$ cat src/rtl/fetch_stage_if.sv
// fetch_stage_if: instruction-memory bus between fetch stage (master) and instruction memory (slave)
// Ports: imem_req/imem_addr (master->slave request), imem_valid/imem_rdata (slave->master response)
interface fetch_stage_if;
  logic        imem_req;
  logic [15:0] imem_addr;
  logic        imem_valid;
  logic [15:0] imem_rdata;
  modport master(output imem_req, imem_addr, input imem_valid, imem_rdata);
  modport slave(input imem_req, imem_addr, output imem_valid, imem_rdata);
endinterface

$ cat src/rtl/fetch_stage.sv
// fetch_stage: owns the PC, fetches one instruction at a time and fills the IF/ID register
// Ports: clk, rst (async high); stall, redirect, redirect_pc from downstream; imem bus (master);
// IF/ID outputs instr_out, pc_out, pc_next_out, valid_out; halted once a HALT has been delivered
module fetch_stage #(
  parameter logic [15:0] RESET_PC  = 16'h0000,
  parameter logic [15:0] NOP_INSTR = 16'h0800
) (
  input  logic                 clk,
  input  logic                 rst,
  input  logic                 stall,
  input  logic                 redirect,
  input  logic [15:0]          redirect_pc,
  fetch_stage_if.master        imem,
  output logic [15:0]          instr_out,
  output logic [15:0]          pc_out,
  output logic [15:0]          pc_next_out,
  output logic                 valid_out,
  output logic                 halted
);
  typedef enum logic [1:0] {FETCH, WAIT, HOLD, HALTED} state_t;
  state_t state, state_d;
  logic [15:0] pc, pc_d, hold_buf, load_word;
  logic discard, discard_d, load, in_flight;
  // a request issued in a redirect cycle would be orphaned, so redirect suppresses it
  assign imem.imem_req  = state == FETCH && !rst && !redirect;
  assign imem.imem_addr = pc;
  assign in_flight      = state == WAIT && !imem.imem_valid;
  always_comb begin
    state_d   = state;
    pc_d      = pc;
    discard_d = discard;
    load      = 1'b0;
    load_word = hold_buf;
    if (redirect) begin
      pc_d      = redirect_pc & 16'hFFFE;
      state_d   = in_flight ? WAIT : FETCH;
      discard_d = in_flight;
    end else begin
      case (state)
        FETCH: state_d = WAIT;
        WAIT: if (imem.imem_valid) begin
          if (discard) begin
            discard_d = 1'b0;
            state_d   = FETCH;
          end else if (!stall) begin
            load      = 1'b1;
            load_word = imem.imem_rdata;
          end else
            state_d = HOLD;
        end
        HOLD: load = !stall;
        default: ;
      endcase
      if (load) begin
        pc_d    = pc + 16'd2;
        state_d = load_word[15:11] == 5'b00000 ? HALTED : FETCH;
      end
    end
  end
  always_ff @(posedge clk or posedge rst)
    if (rst) begin
      state       <= FETCH;
      pc          <= RESET_PC;
      hold_buf    <= '0;
      discard     <= 1'b0;
      instr_out   <= NOP_INSTR;
      pc_out      <= '0;
      pc_next_out <= '0;
      valid_out   <= 1'b0;
      halted      <= 1'b0;
    end else begin
      state   <= state_d;
      pc      <= pc_d;
      discard <= discard_d;
      // registered so halted follows the HALT word's appearance on instr_out by one cycle
      halted  <= state == HALTED && !redirect;
      if (state == WAIT && imem.imem_valid) hold_buf <= imem.imem_rdata;
      if (redirect || (!stall && !load)) begin
        instr_out <= NOP_INSTR;
        valid_out <= 1'b0;
      end else if (load) begin
        instr_out   <= load_word;
        pc_out      <= pc;
        pc_next_out <= pc + 16'd2;
        valid_out   <= 1'b1;
      end
    end
endmodule

$ cat src/flat_wrapper.sv
// flat-port wrapper written by rule: the top's interface ports become plain ports
module fetch_stage_flat 
#(
  parameter logic [15:0] RESET_PC  = 16'h0000,
  parameter logic [15:0] NOP_INSTR = 16'h0800
)
  (clk, rst, stall, redirect, redirect_pc, instr_out, pc_out, pc_next_out, valid_out, halted, imem_imem_req, imem_imem_addr, imem_imem_valid, imem_imem_rdata);
  fetch_stage_if imem_i ();
  input  logic clk;
  input  logic rst;
  input  logic stall;
  input  logic redirect;
  input  logic [15:0] redirect_pc;
  output logic [15:0] instr_out;
  output logic [15:0] pc_out;
  output logic [15:0] pc_next_out;
  output logic valid_out;
  output logic halted;
  output wire logic [$bits(imem_i.imem_req)-1:0] imem_imem_req;
  output wire logic [$bits(imem_i.imem_addr)-1:0] imem_imem_addr;
  input wire logic [$bits(imem_i.imem_valid)-1:0] imem_imem_valid;
  input wire logic [$bits(imem_i.imem_rdata)-1:0] imem_imem_rdata;
  assign imem_imem_req = imem_i.imem_req;
  assign imem_imem_addr = imem_i.imem_addr;
  assign imem_i.imem_valid = imem_imem_valid;
  assign imem_i.imem_rdata = imem_imem_rdata;
  fetch_stage #(.RESET_PC(RESET_PC), .NOP_INSTR(NOP_INSTR)) u_core (.clk(clk), .rst(rst), .stall(stall), .redirect(redirect), .redirect_pc(redirect_pc), .imem(imem_i), .instr_out(instr_out), .pc_out(pc_out), .pc_next_out(pc_next_out), .valid_out(valid_out), .halted(halted));
endmodule
$ cat config.mk
export PLATFORM = sky130hd
export DESIGN_NAME = fetch_stage_flat
export DESIGN_NICKNAME = d
export VERILOG_FILES = /design/src/rtl/fetch_stage_if.sv /design/src/rtl/fetch_stage.sv /design/src/flat_wrapper.sv
export SDC_FILE = /design/constraint.sdc
export NUM_CORES = 1
export LEC_CHECK = 0
export ABC_AREA = 0
export BUFFER_PORTS_ARGS = -buffer_cell sky130_fd_sc_hd__buf_2
export CAP_MARGIN = 25
export CELL_PAD_IN_SITES_DETAIL_PLACEMENT = 1
export CELL_PAD_IN_SITES_GLOBAL_PLACEMENT = 1
export CORE_ASPECT_RATIO = 0.9
export CORE_UTILIZATION = 30
export CTS_CLUSTER_DIAMETER = 60
export DETAILED_ROUTE_END_ITERATION = 6
export MAX_ROUTING_LAYER = met4
export PLACE_DENSITY = 0.65
export SLEW_MARGIN = 20
export SYNTH_ARGS = -nofsm -noshare
export SYNTH_HDL_FRONTEND = slang
export SYNTH_SLANG_ARGS = --single-unit
$ cat constraint.sdc
create_clock -name clk -period 5.7 [get_ports clk]
set_clock_uncertainty 0.05 [all_clocks]
set_input_delay 1.14 -clock clk [delete_from_list [all_inputs] [get_ports clk]]
set_output_delay 1.14 -clock clk [all_outputs]
set_load 0.02 [all_outputs]
== Word-level counts from Yosys, hierarchy flattened ==
Index checks and enable logic that the tools add are counted.

* Register bits: 85
* Input port bits: 37
* Output and inout port bits: 67

* $add $sub $neg: 1
* Eq/ne operators: 5
* Multiplexer cells: 29
* Bitwise gates (word level): 1
* Reductions and logical operators: 22

{| class="wikitable"
|+ Operators by type and width
! operator !! number
|-
| two-way mux 16 bit || 10
|-
| adder 16 x 2 -> 16 bit, second input constant || 1
|-
| two-way mux 2 bit || 6
|-
| two-way mux 1 bit || 11
|-
| nonzero test 2 bit || 4
|-
| logical AND 1 bit || 6
|-
| logical NOT 1 bit || 5
|-
| logical NOT 5 bit || 1
|-
| != test 5 x 3 -> 1 bit, second input constant || 1
|-
| equality test 2 bit, second input constant || 2
|-
| != test 4 x 3 -> 1 bit, second input constant || 1
|-
| one-hot mux 2 bit (2 select lines) || 1
|-
| AND reduction 2 bit || 2
|-
| nonzero test 4 bit || 1
|-
| AND reduction 3 bit || 1
|-
| equality test 2 x 1 -> 1 bit, second input constant || 1
|-
| logical NOT 2 bit || 1
|-
| one-hot mux 1 bit (2 select lines) || 1
|-
| logical OR 1 bit || 1
|-
| inverter 1 bit || 1
|}

== Logic depth before layout (Yosys ltp) ==
* Depth in word-level cells: 11
* Depth in mapped cells: 10
* Depth with buffers taken out: 6

== Worst setup path before layout ==
Ideal clock, no wire load.

* Path type: input port to output port
* Start point: input rst
* End point: output imem_imem_req
* Arrival: 3.310 ns
* Data required time: 4.510 ns
* Setup slack: 1.200 ns
* Cell stages on the path: 2
* Path buffers: 0
* Path through: inv_1 and3_1

* Word-level cells in the longest chain between the ends: 3

{| class="wikitable"
|+ RTL lines
! element !! line !! text
|-
| from (decl) || flat_wrapper.sv:10 || <nowiki>input logic rst;</nowiki>
|-
| logical NOT 1 bit || fetch_stage.sv:25 || <nowiki>assign imem.imem_req = state == FETCH && !rst && !redirect;</nowiki>
|-
| logical AND 1 bit (2 in a row) || fetch_stage.sv:25 ||
|-
| to (decl) || flat_wrapper.sv:19 || <nowiki>output wire logic [$bits(imem_i.imem_req)-1:0] imem_imem_req;</nowiki>
|}

Every way passes these cells.

== Worst setup path after layout ==
* Start point: input redirect
* End point: output imem_imem_req

* Word-level cells in the longest chain between the ends: 2

{| class="wikitable"
|+ RTL lines
! element !! line !! text
|-
| from (decl) || flat_wrapper.sv:12 || <nowiki>input logic redirect;</nowiki>
|-
| logical NOT 1 bit || fetch_stage.sv:25 ||
|-
| logical AND 1 bit || fetch_stage.sv:25 ||
|}

Every way passes these cells.

==> results.sh <==
export IMPL_htreeDepth=3
export IMPL_clk_latency_ns=0.34
export IMPL_vdd_drop_max_mv=0.157
export IMPL_fillers=1485
export IMPL_max_freq_ghz=0.275
export IMPL_syn_area_um2=3960
export IMPL_first_global_vias=3320
export IMPL_cts_root_buf="clkbuf_16"
export IMPL_ys_flop_type="dfrtp_1"
export IMPL_synthArstFlopShare_pct=100
export IMPL_hp_class="flip-flop to flip-flop"
export IMPL_status="complete, no violations"
export IMPL_ant_nets=0
export IMPL_worstSetupPathType="input port to primary output"
export IMPL_cts_tree="done"
export IMPL_holdBufCountCts=0
export IMPL_powerDensity_nw_per_um2=474
export IMPL_clk_pin_slew_worst_paths_ns=0.06
export IMPL_drv_slew=0
export IMPL_cts_resized=0
export IMPL_die_width_um=123
export IMPL_drive_gt1_share_pct=29.2
export IMPL_core_um2=12800
export IMPL_relSlewSlack_pct=32.0
export IMPL_top_layer="met4"
export IMPL_numCtsBuffers=9
export IMPL_syn_area_per_cell_um2=10.1
export IMPL_gp_congestion=0.740
export IMPL_final_instance_count_excl_fill=643
export IMPL_drc=0
export IMPL_portBuffers=99
export IMPL_setup_viol=0
export IMPL_antenna_cells=0
export IMPL_drt_iter0_drc=135
export IMPL_clk_path_buf_depth=2
export IMPL_die_area_um2=13700
export IMPL_place_detailed_instances=627
export IMPL_routed_wl_um=10600
export IMPL_die_h_um=111
export IMPL_timing_critical_path_to_type="primary output"
export IMPL_maxCapViolCount=0
export IMPL_wl_met2_um=5170
export IMPL_cts_sinks=82
export IMPL_finalCriticalPeriod_ns=3.64
export IMPL_regArea_um2=2050
export IMPL_start_kind="input port"
export IMPL_antenna_found_initial=0
export IMPL_finalPower_mw=2.30
export IMPL_io_pins=104
export IMPL_synth_cell_type_count=44
export IMPL_wire_per_inst_um=16.4
export IMPL_ys_ff_latch=82
export IMPL_synthToLayoutAreaGrowth_pct=22.5
export IMPL_multi_input_area_um2=1710
export IMPL_num_vias=3087
export IMPL_dp_hpwl_um=7290
export IMPL_post_cts_repair_setup_buffers=0
export IMPL_critPathMaxFanout=24
export IMPL_yosysWarnings=0
export IMPL_arrival_ns=2.45
export IMPL_cp_required_ns=4.51
export IMPL_worst_pin_slew_ns=1.02
export IMPL_grt_pass1_wl_um=17400
export IMPL_synth_top_area_share_pct=51.2
export IMPL_power_leakage_nw=2.28
export IMPL_grt_max_degree=51
export IMPL_synth_edff_count=0
export IMPL_wl_met3_um=296
export IMPL_netlist_top_cells_area="dfrtp_1 (51%), nand2_1 (8.1%), mux2_2 (5.1%)"
export IMPL_whs_ns=0.419
export IMPL_hold_viol=0
export IMPL_finalSetupTns_ns=0
export IMPL_nNetsFinal=516
export IMPL_rows=39
export IMPL_dr_pass1_iters=4
export IMPL_start_util_pct=30.9
export IMPL_grt_usage_pct=17.1
export IMPL_grt_remaining_overflow=0
export IMPL_timing_final_crit_share_pct=63.8
export IMPL_rsz0062_at_grt="no"
export IMPL_postSynthCellCount=390
export IMPL_viasPerCell=4.80
export IMPL_synth_area_leader_cell="dfrtp_1"
export IMPL_synth_seq_area_share_pct=51.9
export IMPL_drt_met1_wl_um=4970
==> final cells by class <==
class	count	share of cell area [%]
Clock buffer	12	5.50
Clock inverter	4	1.50
Inverter	7	0.568
Multi-Input combinational cell	273	35.3
Sequential cell	82	42.4
Tap cell	164	4.23
Timing Repair Buffer	101	10.5
==> layout by cell type (no fill, tap or decap), types with 4 or more instances in the layout <==
cell type	instances
o21ai_0	35
and3_1	4
o211ai_1	4
xor2_1	13
dfrtp_1	81
xnor2_1	5
nand2_1	85
inv_1	6
and4_1	4
mux2_2	18
nand4_1	6
a31oi_1	10
ha_1	5
or3_1	9
mux2i_1	18
nor2_1	17
a211oi_1	5
clkbuf_16	9
buf_2	99
==> critical path, stage by stage <==
cell	delay [ns]
buf_2	0.22
inv_1	0.65
and3_1	0.26
buf_2	0.17
==> cell usage after synthesis (2+ instances only) <==
master / number
nand3_1: 3
buf_2: 13
buf_6: 4
clkbuf_1: 6
or4_1: 2
dfrtp_1: 81
buf_4: 6
nand2_1: 85
or3_1: 9
o21ai_1: 3
xor2_1: 13
mux2_2: 18
a31oi_1: 10
nor3_1: 2
xnor2_1: 5
nand3b_1: 2
ha_1: 5
and2_1: 2
nand4_1: 6
a21oi_1: 2
and4_1: 4
and3_1: 4
o21ai_0: 35
inv_1: 7
nor2b_1: 3
a211oi_1: 5
o211ai_1: 4
and3b_1: 2
nor2_1: 17
mux2i_1: 18
==> per-stage QoR <==
step                utilization, %  setup WS, ns  cell area, um2
global route                  37.9          1.93            4850
floorplan                        -          1.20            3960
detailed placement            35.3          2.02            4510
CTS                           37.9          2.01            4850
finish                        37.9          2.06            4850
global placement              35.3          2.02            4510
==> registers in the layout, summed over array words and instances, names as in the netlist <==
signal	flops
u_core.valid_out	1
u_core.hold_buf	16
u_core.state	2
u_core.imem.imem_addr	15
u_core.pc_next_out	15
u_core.halted	1
u_core.discard	1
u_core.pc_out	15
u_core.instr_out	16
==> path summary, 6_finish.rpt <==
path,from,end,slack (ns),cells past startpoint
setup reg to reg,u_core.state[0],u_core.pc_next_out[11],2.72,5
setup / recovery,redirect,imem_imem_req,2.06,4
max in group asynchronous,rst,u_core.instr_out[15],3.68,3
hold reg to reg,u_core.instr_out[14],u_core.instr_out[14],0.42,2
hold / removal,u_core.instr_out[14],u_core.instr_out[14],0.42,2
min in group asynchronous,rst,u_core.pc_out[3],0.81,2
==> logic make-up (layout without fill, tap and decap cells) <==
kind of cell	Yosys count	after routing	share of synthesized area [%]
XOR/XNOR	18	18	3.98
other	1	3	0.0948
flip-flops	82	82	51.9
multiplexers	36	36	9.68
buffers and inverters	37	124	5.25
adder cells (fa/ha/maj)	5	5	1.58
AND/OR/NAND/NOR	142	142	16.5
AO/OA/AOI/OAI	69	69	11.0
==> power breakdown <==
group	leakage (nW)	internal (mW)	switching (mW)	total, mW
clock network	0.165	0.419	0.238	0.657
logic	1.09	0.291	0.460	0.750
registers	1.03	0.769	0.122	0.891
==> routing by layer <==
metal / up-vias / GRT usage (%)
met1: 1528 / 22.5
met5: - / -
met2: 53 / 27.1
li1: 1497 / -
met3: 9 / 2.67
met4: 0 / 5.30
(Power assumes the default switching activity.)
